**src/rtl/rob_recovery_ctrl_if.sv**
```systemverilog
// rtl/rob_recovery_ctrl_if.sv - flush request / ROB status / recovery output bundle
//
// Groups every rob_recovery_ctrl signal except clk and reset_n.
//   master : the ROB/branch side. It drives flush_req, flush_idx, flush_incl,
//            rob_head and rob_count, and it observes the recovery outputs.
//   slave  : rob_recovery_ctrl. It observes the flush/ROB inputs and drives
//            rob_state, flush_valid, rb_valid/rb_base, walk_valid/walk_base,
//            recover_done, busy and flush_overrun.
// With RECOVERY_STATS_EN defined, the slave also drives stat_flushes and
// stat_cycles.
interface rob_recovery_ctrl_if #(
  parameter int DEPTH = 16,
  parameter int WIDTH = 2,
  parameter int PTR_W = $clog2(DEPTH)
);
  logic             flush_req;
  logic [PTR_W-1:0] flush_idx;
  logic             flush_incl;
  logic [PTR_W-1:0] rob_head;
  logic [PTR_W:0]   rob_count;
  logic [1:0]       rob_state;
  logic             flush_valid;
  logic [WIDTH-1:0] rb_valid;
  logic [PTR_W-1:0] rb_base;
  logic [WIDTH-1:0] walk_valid;
  logic [PTR_W-1:0] walk_base;
  logic             recover_done;
  logic             busy;
  logic             flush_overrun;
`ifdef RECOVERY_STATS_EN
  logic [15:0]      stat_flushes;
  logic [31:0]      stat_cycles;
`endif

  modport master (
    output flush_req, flush_idx, flush_incl, rob_head, rob_count,
    input  rob_state, flush_valid, rb_valid, rb_base, walk_valid, walk_base,
           recover_done, busy, flush_overrun
`ifdef RECOVERY_STATS_EN
    , input stat_flushes, stat_cycles
`endif
  );

  modport slave (
    input  flush_req, flush_idx, flush_incl, rob_head, rob_count,
    output rob_state, flush_valid, rb_valid, rb_base, walk_valid, walk_base,
           recover_done, busy, flush_overrun
`ifdef RECOVERY_STATS_EN
    , output stat_flushes, stat_cycles
`endif
  );
endinterface

```
**src/rtl/rob_recovery_ctrl.sv**
```systemverilog
// rtl/rob_recovery_ctrl.sv - ROB rollback/walk recovery sequencer
//
// The sequencer first squashes the entries that are younger than the flush
// point, youngest first (ROLLBACK). It then replays the surviving entries
// from the head so that the rename map can be rebuilt (WALK).
// Ports:
//   clk, reset_n : clock, asynchronous active-low reset
//   bus (slave)  : flush request and ROB head/count in; rob_state, lane masks
//                  and bases, recover_done, busy, flush_overrun out
// Optional: RECOVERY_STATS_EN adds the saturating counters stat_flushes and
// stat_cycles.
// All outputs decode from registers only.
module rob_recovery_ctrl #(
  parameter int DEPTH = 16,
  parameter int WIDTH = 2,
  parameter int PTR_W = $clog2(DEPTH)
) (
  input  logic                 clk,
  input  logic                 reset_n,
  rob_recovery_ctrl_if.slave   bus
);

  typedef enum logic [1:0] {
    ROB_IDLE     = 2'd0,
    ROB_ROLLBACK = 2'd1,
    ROB_WALK     = 2'd2
  } state_t;

  localparam logic [PTR_W:0] LANES = (PTR_W+1)'(WIDTH);

  state_t           state_q, state_d;
  logic [PTR_W-1:0] rb_ptr_q, rb_ptr_d, wk_ptr_q, wk_ptr_d;
  logic [PTR_W:0]   rb_rem_q, rb_rem_d, wk_rem_q, wk_rem_d;
  logic             first_q, first_d;
  logic             overrun_q, overrun_d;

  logic [PTR_W:0]   rb_n, wk_n;
  logic             rb_last, wk_last;
  logic [PTR_W-1:0] target, youngest, surv_mod;
  logic [PTR_W:0]   surv;
  logic [WIDTH-1:0] rb_valid_w, walk_valid_w;

  assign rb_n    = (rb_rem_q > LANES) ? LANES : rb_rem_q;
  assign wk_n    = (wk_rem_q > LANES) ? LANES : wk_rem_q;
  assign rb_last = (rb_rem_q <= LANES);
  assign wk_last = (wk_rem_q <= LANES);

  // Survivor count. The mispredict target wraps onto the head when the
  // offending entry is the youngest. This happens in a full ROB as well,
  // because the tail equals the head. The count therefore comes from
  // rob_count, not from a pointer difference.
  assign target   = bus.flush_idx + PTR_W'(!bus.flush_incl);
  assign youngest = bus.rob_head + bus.rob_count[PTR_W-1:0] - PTR_W'(1);
  assign surv_mod = target - bus.rob_head;
  assign surv     = (!bus.flush_incl && (bus.flush_idx == youngest)) ?
                    bus.rob_count : {1'b0, surv_mod};

  always_ff @(posedge clk or negedge reset_n) begin
    if (!reset_n) begin
      state_q   <= ROB_IDLE;
      rb_ptr_q  <= '0;
      rb_rem_q  <= '0;
      wk_ptr_q  <= '0;
      wk_rem_q  <= '0;
      first_q   <= 1'b0;
      overrun_q <= 1'b0;
    end else begin
      state_q   <= state_d;
      rb_ptr_q  <= rb_ptr_d;
      rb_rem_q  <= rb_rem_d;
      wk_ptr_q  <= wk_ptr_d;
      wk_rem_q  <= wk_rem_d;
      first_q   <= first_d;
      overrun_q <= overrun_d;
    end
  end

  always_comb begin
    state_d   = state_q;
    rb_ptr_d  = rb_ptr_q;
    rb_rem_d  = rb_rem_q;
    wk_ptr_d  = wk_ptr_q;
    wk_rem_d  = wk_rem_q;
    first_d   = first_q;
    // Any request while busy is dropped, including one in the
    // recover_done cycle.
    overrun_d = overrun_q | (bus.flush_req && (state_q != ROB_IDLE));
    case (state_q)
      ROB_IDLE: begin
        if (bus.flush_req) begin
          state_d  = ROB_ROLLBACK;
          rb_ptr_d = youngest;
          rb_rem_d = bus.rob_count - surv;
          wk_ptr_d = bus.rob_head;
          wk_rem_d = surv;
          first_d  = 1'b1;
        end
      end
      ROB_ROLLBACK: begin
        first_d  = 1'b0;
        rb_ptr_d = rb_ptr_q - PTR_W'(rb_n);
        rb_rem_d = rb_rem_q - rb_n;
        if (rb_last) begin
          state_d = (wk_rem_q != '0) ? ROB_WALK : ROB_IDLE;
        end
      end
      ROB_WALK: begin
        wk_ptr_d = wk_ptr_q + PTR_W'(wk_n);
        wk_rem_d = wk_rem_q - wk_n;
        if (wk_last) begin
          state_d = ROB_IDLE;
        end
      end
      default: state_d = ROB_IDLE;
    endcase
  end

  always_comb begin
    rb_valid_w   = '0;
    walk_valid_w = '0;
    for (int i = 0; i < WIDTH; i++) begin
      rb_valid_w[i]   = (state_q == ROB_ROLLBACK) && ((PTR_W+1)'(i) < rb_n);
      walk_valid_w[i] = (state_q == ROB_WALK) && ((PTR_W+1)'(i) < wk_n);
    end
  end

  assign bus.rob_state     = state_q;
  assign bus.busy          = (state_q != ROB_IDLE);
  assign bus.flush_valid   = (state_q == ROB_ROLLBACK) && first_q;
  assign bus.rb_valid      = rb_valid_w;
  assign bus.rb_base       = (state_q == ROB_ROLLBACK) ? rb_ptr_q : '0;
  assign bus.walk_valid    = walk_valid_w;
  assign bus.walk_base     = (state_q == ROB_WALK) ? wk_ptr_q : '0;
  assign bus.recover_done  = ((state_q == ROB_ROLLBACK) && rb_last && (wk_rem_q == '0)) ||
                             ((state_q == ROB_WALK) && wk_last);
  assign bus.flush_overrun = overrun_q;

`ifdef RECOVERY_STATS_EN
  logic [15:0] stat_flushes_q;
  logic [31:0] stat_cycles_q;

  always_ff @(posedge clk or negedge reset_n) begin
    if (!reset_n) begin
      stat_flushes_q <= '0;
      stat_cycles_q  <= '0;
    end else begin
      if ((state_q == ROB_IDLE) && bus.flush_req && !(&stat_flushes_q)) begin
        stat_flushes_q <= stat_flushes_q + 16'd1;
      end
      if ((state_q != ROB_IDLE) && !(&stat_cycles_q)) begin
        stat_cycles_q <= stat_cycles_q + 32'd1;
      end
    end
  end

  assign bus.stat_flushes = stat_flushes_q;
  assign bus.stat_cycles  = stat_cycles_q;
`endif

endmodule

```
**src/flat_wrapper.sv**
```systemverilog
// flat-port wrapper written by rule: the top's interface ports become plain ports
module rob_recovery_ctrl_flat 
#(
  parameter int DEPTH = 16,
  parameter int WIDTH = 2,
  parameter int PTR_W = $clog2(DEPTH)
)
  (clk, reset_n, bus_flush_req, bus_flush_idx, bus_flush_incl, bus_rob_head, bus_rob_count, bus_rob_state, bus_flush_valid, bus_rb_valid, bus_rb_base, bus_walk_valid, bus_walk_base, bus_recover_done, bus_busy, bus_flush_overrun);
  rob_recovery_ctrl_if #(.DEPTH(DEPTH), .WIDTH(WIDTH), .PTR_W(PTR_W)) bus_i ();
  input  logic clk;
  input  logic reset_n;
  input wire logic [$bits(bus_i.flush_req)-1:0] bus_flush_req;
  input wire logic [$bits(bus_i.flush_idx)-1:0] bus_flush_idx;
  input wire logic [$bits(bus_i.flush_incl)-1:0] bus_flush_incl;
  input wire logic [$bits(bus_i.rob_head)-1:0] bus_rob_head;
  input wire logic [$bits(bus_i.rob_count)-1:0] bus_rob_count;
  output wire logic [$bits(bus_i.rob_state)-1:0] bus_rob_state;
  output wire logic [$bits(bus_i.flush_valid)-1:0] bus_flush_valid;
  output wire logic [$bits(bus_i.rb_valid)-1:0] bus_rb_valid;
  output wire logic [$bits(bus_i.rb_base)-1:0] bus_rb_base;
  output wire logic [$bits(bus_i.walk_valid)-1:0] bus_walk_valid;
  output wire logic [$bits(bus_i.walk_base)-1:0] bus_walk_base;
  output wire logic [$bits(bus_i.recover_done)-1:0] bus_recover_done;
  output wire logic [$bits(bus_i.busy)-1:0] bus_busy;
  output wire logic [$bits(bus_i.flush_overrun)-1:0] bus_flush_overrun;
  assign bus_i.flush_req = bus_flush_req;
  assign bus_i.flush_idx = bus_flush_idx;
  assign bus_i.flush_incl = bus_flush_incl;
  assign bus_i.rob_head = bus_rob_head;
  assign bus_i.rob_count = bus_rob_count;
  assign bus_rob_state = bus_i.rob_state;
  assign bus_flush_valid = bus_i.flush_valid;
  assign bus_rb_valid = bus_i.rb_valid;
  assign bus_rb_base = bus_i.rb_base;
  assign bus_walk_valid = bus_i.walk_valid;
  assign bus_walk_base = bus_i.walk_base;
  assign bus_recover_done = bus_i.recover_done;
  assign bus_busy = bus_i.busy;
  assign bus_flush_overrun = bus_i.flush_overrun;
  rob_recovery_ctrl #(.DEPTH(DEPTH), .WIDTH(WIDTH), .PTR_W(PTR_W)) u_core (.clk(clk), .reset_n(reset_n), .bus(bus_i));
endmodule
```
**config.mk**
```make
export PLATFORM = sky130hd
export DESIGN_NAME = rob_recovery_ctrl_flat
export DESIGN_NICKNAME = d
export VERILOG_FILES = /design/src/rtl/rob_recovery_ctrl_if.sv /design/src/rtl/rob_recovery_ctrl.sv /design/src/flat_wrapper.sv
export SDC_FILE = /design/constraint.sdc
export NUM_CORES = 1
export LEC_CHECK = 0
export CAP_MARGIN = 20
export CORE_ASPECT_RATIO = 1.4
export CORE_MARGIN = 2
export CORE_UTILIZATION = 48
export DETAILED_ROUTE_END_ITERATION = 10
export PLACE_DENSITY = 0.76
export SYNTH_ARGS = -nofsm -noshare
export SYNTH_HDL_FRONTEND = slang
export SYNTH_SLANG_ARGS = --single-unit
```
**constraint.sdc**
```tcl
create_clock -name clk -period 2.05 [get_ports clk]
set_input_delay 0.205 -clock clk [delete_from_list [all_inputs] [get_ports clk]]
set_output_delay 0.205 -clock clk [all_outputs]
set_load 0.03 [all_outputs]
```
; Word level (Yosys, flattened, before mapping)
; Cells that the tools add are included.
[classes]
eq_ne = 6
n_reduce_logical = 21
add_sub_neg = 9
bitwise_logic = 1
magnitude_cmp = 8
muxes = 20
[op_table]
columns = cell, n
row1 = $mux W5, 5
row2 = $lt A1 B5 Y1 const A, 4
row3 = $pmux W5 S2, 2
row4 = $mux W4, 4
row5 = $pmux W4 S2, 2
row6 = $sub A5 B5 Y5, 3
row7 = $gt A5 B2 Y1 const B, 2
row8 = $le A5 B2 Y1 const B, 2
row9 = $logic_and A1 B1 Y1, 10
row10 = $add A4 B4 Y4, 2
row11 = $mux W2, 4
row12 = $sub A4 B4 Y4, 2
row13 = $pmux W2 S3, 1
row14 = $reduce_bool A2 Y1, 3
row15 = $logic_not A5 Y1, 1
row16 = $reduce_bool A5 Y1, 1
row17 = $add A4 B1 Y4, 1
row18 = $eq A4 B4 Y1, 1
row19 = $ne A2 B1 Y1 const B, 2
row20 = $reduce_and A2 Y1, 2
row21 = $sub A4 B1 Y4 const B, 1
row22 = $reduce_and A3 Y1, 1
row23 = $eq A2 B1 Y1 const B, 1
row24 = $eq A2 B2 Y1 const B, 1
row25 = 7 further kinds, 7
[totals]
word_cells = 72
out_inout_bits = 18
reg_bits = 22

; Depth between registers and ports, before layout
[logic_depth]
depth_word = 8
depth_mapped = 18

; Worst setup path after synthesis
; No wires, ideal clock.
[synth_timing]
path_kind = input to register
startpoint = input bus_rob_count[1]
endpoint = register u_core.rb_rem_q[4]
required_time_ps = 1981
slack_ps = -1582
path_stages = 18
t_arrival_ps = 3563
setup_ps = 69
path_buffers = 0
path_cell_list = inv_1 > ha_1 > inv_1 > ha_1 > inv_1 > fa_1 > xnor2_2 > xnor3_1 > nor4_4 > mux2_4 > ha_1 > inv_1 > fa_1 > a21o_1 > a21o_1 > nor3_1 > nand2_1 > nand3_1
[synth_via]
elab_chain_len = 8
[synth_rtl]
columns = item, line_no
row1 = "start, declared", flat_wrapper.sv:16  ; input wire logic [$bits(bus_i.rob_count)-1:0] bus_rob_count;
row2 = $add A4 B4 Y4, rob_recovery_ctrl.sv:53  ; assign youngest = bus.rob_head + bus.rob_count[PTR_W-1:0] - PTR_W'(1);
row3 = $sub A4 B1 Y4, rob_recovery_ctrl.sv:53
row4 = $eq A4 B4 Y1, rob_recovery_ctrl.sv:55  ; assign surv = (!bus.flush_incl && (bus.flush_idx == youngest)) ?
row5 = $logic_and A1 B1 Y1, rob_recovery_ctrl.sv:55
row6 = $mux W5, rob_recovery_ctrl.sv:55
row7 = $sub A5 B5 Y5 *, rob_recovery_ctrl.sv:93  ; rb_rem_d = bus.rob_count - surv;
row8 = $mux W5 *, rob_recovery_ctrl.sv:90  ; if (bus.flush_req) begin
row9 = $pmux W5 S2 *, rob_recovery_ctrl.sv:88  ; case (state_q)
row10 = "end signal, assigned", rob_recovery_ctrl.sv:70  ; rb_rem_q <= rb_rem_d;
row11 = "end, declared", rob_recovery_ctrl.sv:33  ; logic [PTR_W:0] rb_rem_q, rb_rem_d, wk_rem_q, wk_rem_d;
; Every way passes the cells marked *; elsewhere a longest branch is shown, timed or not. The select of a mux whose other input is x is not followed.
; A chain may end at the register's enable or synchronous reset.

; Worst setup path after layout
; Same ends and word-level chain as after synthesis.

==> out/metrics.json <==
{
  "min_period_over_period": {"value": 155, "unit": "%"},
  "via_count_of_the_first_global_routing_pass": {"value": 2085},
  "setup_repair_after_global_routing_missed_its_margin": {"value": "yes"},
  "yosys_warnings": {"value": 0},
  "cts_hold_repair.buffers": {"value": 0},
  "finalHoldViolCount": {"value": 0},
  "total_power_density_per_cell_area": {"value": 1330, "unit": "nW/um^2"},
  "worst-path-max-fanout": {"value": 3},
  "fp.dieH": {"value": 81.1, "unit": "microns"},
  "final_setup_slack_of_the_worst_path": {"value": -1.13, "unit": "ns"},
  "cp-end-kind": {"value": "flop"},
  "initial_utilization": {"value": 48.9, "unit": "%"},
  "grt_use_met3": {"value": 2.71, "unit": "%"},
  "design.die.area": {"value": 4790, "unit": "sq um"},
  "clock_tree.htree_level_count": {"value": 1},
  "leakage": {"value": 0.00144, "unit": "uW"},
  "preCtsSetupSlack": {"value": -1.92, "unit": "ns"},
  "placement_rows": {"value": 28},
  "syn_area_per_cell": {"value": 8.64, "unit": "sq um"},
  "number_of_distinct_library_cell_variants_in_the_gate_level_netlist_after_synthesis": {"value": 47},
  "count_of_flip_flops_with_a_built_in_enable_after_synthesis": {"value": 0},
  "synthFlopType": {"value": "sky130_fd_sc_hd__dfrtp_1"},
  "finalNetCount": {"value": 368},
  "fraction_of_final_layout_cells_with_drive_strength_greater_than_1": {"value": 38.2, "unit": "%"},
  "worstHoldPathType": {"value": "in2reg"},
  "layout-area-overhead-vs-synth": {"value": 52.3, "unit": "%"},
  "drt.antenna.violating_nets": {"value": 0},
  "worst_setup_path_start_kind": {"value": "input port"},
  "grt_max_degree": {"value": 23},
  "detailedRoute.firstPassIterationCount": {"value": 4},
  "syn-cell-area": {"value": 2040, "unit": "sq um"},
  "insertedDiodeCount": {"value": 0},
  "drt_iter0_drc": {"value": 113},
  "crit_required": {"value": 2.25, "unit": "ns"},
  "worst_skew_pair.late_latency": {"value": 0.26, "unit": "ns"},
  "dp_hpwl": {"value": 4130, "unit": "microns"},
  "synthArstFlopShare": {"value": 100, "unit": "%"},
  "clockBufferDepth": {"value": 2},
  "cts-root-buf": {"value": "sky130_fd_sc_hd__clkbuf_8"},
  "setup_viol_count_final": {"value": 12},
  "worst_ir_drop_vdd": {"value": 0.472, "unit": "mV"},
  "ys_top_cells_by_area": {"value": "sky130_fd_sc_hd__dfrtp_1, sky130_fd_sc_hd__ha_1, sky130_fd_sc_hd__a21oi_1, sky130_fd_sc_hd__fa_1, sky130_fd_sc_hd__nor2_1"},
  "route.detailed.wl_per_inst": {"value": 16.2, "unit": "microns"},
  "finalWirelength": {"value": 5950, "unit": "microns"},
  "busiest_layer": {"value": "met2"},
  "finalMaxSlewViolations": {"value": 0},
  "maxCapViolations": {"value": 0},
  "clock_sinks": {"value": 22},
  "port_buffers": {"value": 34},
  "grt_pass1_wl": {"value": 9230, "unit": "microns"},
  "design.portCount": {"value": 35},
  "globalRouteOverflowTotal": {"value": 0},
  "avgViaCountPerCell": {"value": 5.70},
  "global_route.usage.total": {"value": 25.2, "unit": "%"},
  "gr-usage-met1": {"value": 28.9, "unit": "%"},
  "post-route-min-period": {"value": 3.18, "unit": "ns"},
  "cp_data_arrival_time": {"value": 3.37, "unit": "ns"},
  "post-layout-total-power": {"value": 4120, "unit": "uW"},
  "detailroute.via_count": {"value": 2093},
  "synth-seq-area-share": {"value": 27.0, "unit": "%"},
  "groute.layer.met2.usage": {"value": 47.2, "unit": "%"},
  "yosys_register_bits": {"value": 22},
  "width_of_the_die": {"value": 59.1, "unit": "microns"},
  "outcome": {"value": "complete, but fails checks"},
  "synth_top_area_cell": {"value": "sky130_fd_sc_hd__dfrtp_1"},
  "clock.fmax": {"value": 0.315, "unit": "GHz"},
  "critPathKind": {"value": "in2reg"},
  "grt_antenna_before_repair": {"value": 0},
  "clock_skew": {"value": 0.00827, "unit": "ns"},
  "cts_buffers": {"value": 3},
  "failed_checks": {"value": "negative setup slack"},
  "drc_violations_left": {"value": 0},
  "tritoncts_clock_tree": {"value": "built"},
  "core-area": {"value": 4170, "unit": "sq um"},
  "netlist_instances": {"value": 236},
  "synth.top_cell.area_share": {"value": 27.0, "unit": "%"},
  "reg_clk_slew_reported_paths": {"value": 0.08, "unit": "ns"},
  "place_congestion": {"value": 0.905}
}
-- report_power, final --
group	leakage, uW	internal, uW	switching, uW
Combinational	0.00116	1450	1530
Clock	0.0000216	131	142
Sequential	0.000260	639	233
-- worst max-delay path, stage by stage --
cell and delay (ns):
sky130_fd_sc_hd__buf_8 0.10, sky130_fd_sc_hd__inv_4 0.05, sky130_fd_sc_hd__ha_4 0.20, sky130_fd_sc_hd__inv_4 0.05, sky130_fd_sc_hd__ha_4 0.11, sky130_fd_sc_hd__inv_2 0.03
sky130_fd_sc_hd__fa_2 0.37, sky130_fd_sc_hd__xnor2_2 0.19, sky130_fd_sc_hd__xnor3_1 0.27, sky130_fd_sc_hd__nor4_4 0.34, sky130_fd_sc_hd__buf_4 0.18, sky130_fd_sc_hd__buf_6 0.11
sky130_fd_sc_hd__mux2i_4 0.25, sky130_fd_sc_hd__ha_4 0.23, sky130_fd_sc_hd__a21o_1 0.18, sky130_fd_sc_hd__a21o_1 0.19, sky130_fd_sc_hd__nor3_2 0.15, sky130_fd_sc_hd__nand2_1 0.08
sky130_fd_sc_hd__nand3_1 0.08
-- kinds of logic after synthesis --
kind of cell / after synthesis / share of synthesized area, %
adders and majority gates: 27 / 18.4
xor gates and xnor gates: 15 / 7.48
buffers and inverters: 27 / 4.97
AOI/OAI and AO/OA: 64 / 20.0
DFF: 22 / 27.0
other: 2 / 0.368
muxes: 4 / 2.21
and+or+nand+nor: 75 / 19.6
-- layout by cell type (no fill, tap or decap), types with 3 or more instances in the layout --
cell                              synthesis  layout
sky130_fd_sc_hd__a21o_1                   7       7
sky130_fd_sc_hd__nor2_1                  24      24
sky130_fd_sc_hd__xor2_1                   5       5
sky130_fd_sc_hd__o21a_1                   3       3
sky130_fd_sc_hd__fa_2                     0       3
sky130_fd_sc_hd__dfrtp_1                 22      22
sky130_fd_sc_hd__buf_4                    0      60
sky130_fd_sc_hd__nor2b_1                  9       9
sky130_fd_sc_hd__nor3b_1                  3       3
sky130_fd_sc_hd__o21ai_0                 10       3
sky130_fd_sc_hd__conb_1                   2       4
sky130_fd_sc_hd__nand3_1                  3       3
sky130_fd_sc_hd__buf_6                    0       9
sky130_fd_sc_hd__inv_4                    0       3
sky130_fd_sc_hd__a21oi_1                 21      16
sky130_fd_sc_hd__a21oi_2                  0       5
sky130_fd_sc_hd__xnor2_1                  8       7
sky130_fd_sc_hd__ha_1                    22      14
sky130_fd_sc_hd__inv_2                    0       5
sky130_fd_sc_hd__and2_1                  10       8
sky130_fd_sc_hd__ha_4                     0       6
sky130_fd_sc_hd__clkdlybuf4s50_1          0      14
sky130_fd_sc_hd__a22oi_1                  5       5
sky130_fd_sc_hd__o21ai_1                  3       8
sky130_fd_sc_hd__inv_1                   18       9
sky130_fd_sc_hd__nand2_1                 10       9
sky130_fd_sc_hd__clkbuf_8                 0       3
sky130_fd_sc_hd__nor3_1                   5       4
-- layout make-up --
type                            count  area (sq um)
Clock buffer                        3          41.3
Fill cell                         306          1060
Inverter                           18          87.6
Multi-Input combinational cell    189          1600
Sequential cell                    22           551
Tap cell                           45          56.3
Timing Repair Buffer               90           768
-- per-stage QoR --
step           hold WS [ns]  util (%)  cell area [sq um]  TNS, ns  cells
3_5_place_dp          0.454      67.3               2810   -15.40    357
5_1_grt               0.288      74.5               3110    -8.24    367
3_3_place_gp          0.437      67.3               2810   -14.93    357
2_1_floorplan       -0.0906         -               2100    -7.73    238
4_1_cts               0.306      71.0               2960    -7.18    367
6_report              0.261      74.5               3110    -7.02    367
-- registers in the layout, indices dropped and copies added (netlist names) --
| name | count |
|---|---|
| u_core.bus.flush_overrun | 1 |
| u_core.bus.rob_state | 2 |
| u_core.rb_ptr_q | 4 |
| u_core.wk_ptr_q | 4 |
| u_core.rb_rem_q | 5 |
| u_core.wk_rem_q | 5 |
| u_core.first_q | 1 |
-- layer usage --
layer	vias to the layer above	wire length, microns	part of all wire, %
li1	989	-	-
met1	1009	2150	36
met2	76	3340	56
met3	19	291	4.9
met4	0	165	2.8
met5	-	0	0
-- cell usage after synthesis, types with 2 or more instances --
library cell	number
sky130_fd_sc_hd__a22oi_1	5
sky130_fd_sc_hd__or2_2	2
sky130_fd_sc_hd__o21ba_2	2
sky130_fd_sc_hd__o21ai_1	3
sky130_fd_sc_hd__xnor2_1	8
sky130_fd_sc_hd__o21bai_1	2
sky130_fd_sc_hd__fa_1	5
sky130_fd_sc_hd__xor2_1	5
sky130_fd_sc_hd__conb_1	2
sky130_fd_sc_hd__a21o_1	7
sky130_fd_sc_hd__nand2b_1	2
sky130_fd_sc_hd__clkbuf_1	8
sky130_fd_sc_hd__and2_1	10
sky130_fd_sc_hd__a21oi_1	21
sky130_fd_sc_hd__nor4_1	2
sky130_fd_sc_hd__nor2b_1	9
sky130_fd_sc_hd__o21a_1	3
sky130_fd_sc_hd__nand2_1	10
sky130_fd_sc_hd__nor3b_1	3
sky130_fd_sc_hd__o21ai_0	10
sky130_fd_sc_hd__nor2_1	24
sky130_fd_sc_hd__nor3_1	5
sky130_fd_sc_hd__ha_1	22
sky130_fd_sc_hd__dfrtp_1	22
sky130_fd_sc_hd__inv_1	18
sky130_fd_sc_hd__mux2i_1	3
sky130_fd_sc_hd__nand3_1	3
-- worst paths after layout --
path                                                         start                                  to  slack, ns  cells after the start
worst max-delay path                              bus_rob_count[1]      u_core.rb_rem_q[4]$_DFFE_PN0P_      -1.13                     19
worst min-delay path                               bus_rob_head[1]      u_core.wk_ptr_q[1]$_DFFE_PN0P_       0.26                      3
worst max register to register      u_core.rb_rem_q[4]$_DFFE_PN0P_      u_core.rb_rem_q[4]$_DFFE_PN0P_      -0.16                      9
worst min register to register  u_core.bus.flush_overrun$_DFF_PN0_  u_core.bus.flush_overrun$_DFF_PN0_       0.47                      1
max in group asynchronous                                  reset_n          u_core.first_q$_DFFE_PN0P_       1.52                      2
min in group asynchronous                                  reset_n      u_core.wk_ptr_q[0]$_DFFE_PN0P_       0.29                      2
-- what timing repair did --
action                     in CTS  in global routing
hold endpoints to repair        0                  0
setup endpoints to repair      14                 18
resized for setup              30                 48
buffers inserted                9                  3
pin swaps                      16                 22
Note: power is estimated with default switching activity, not from simulation.
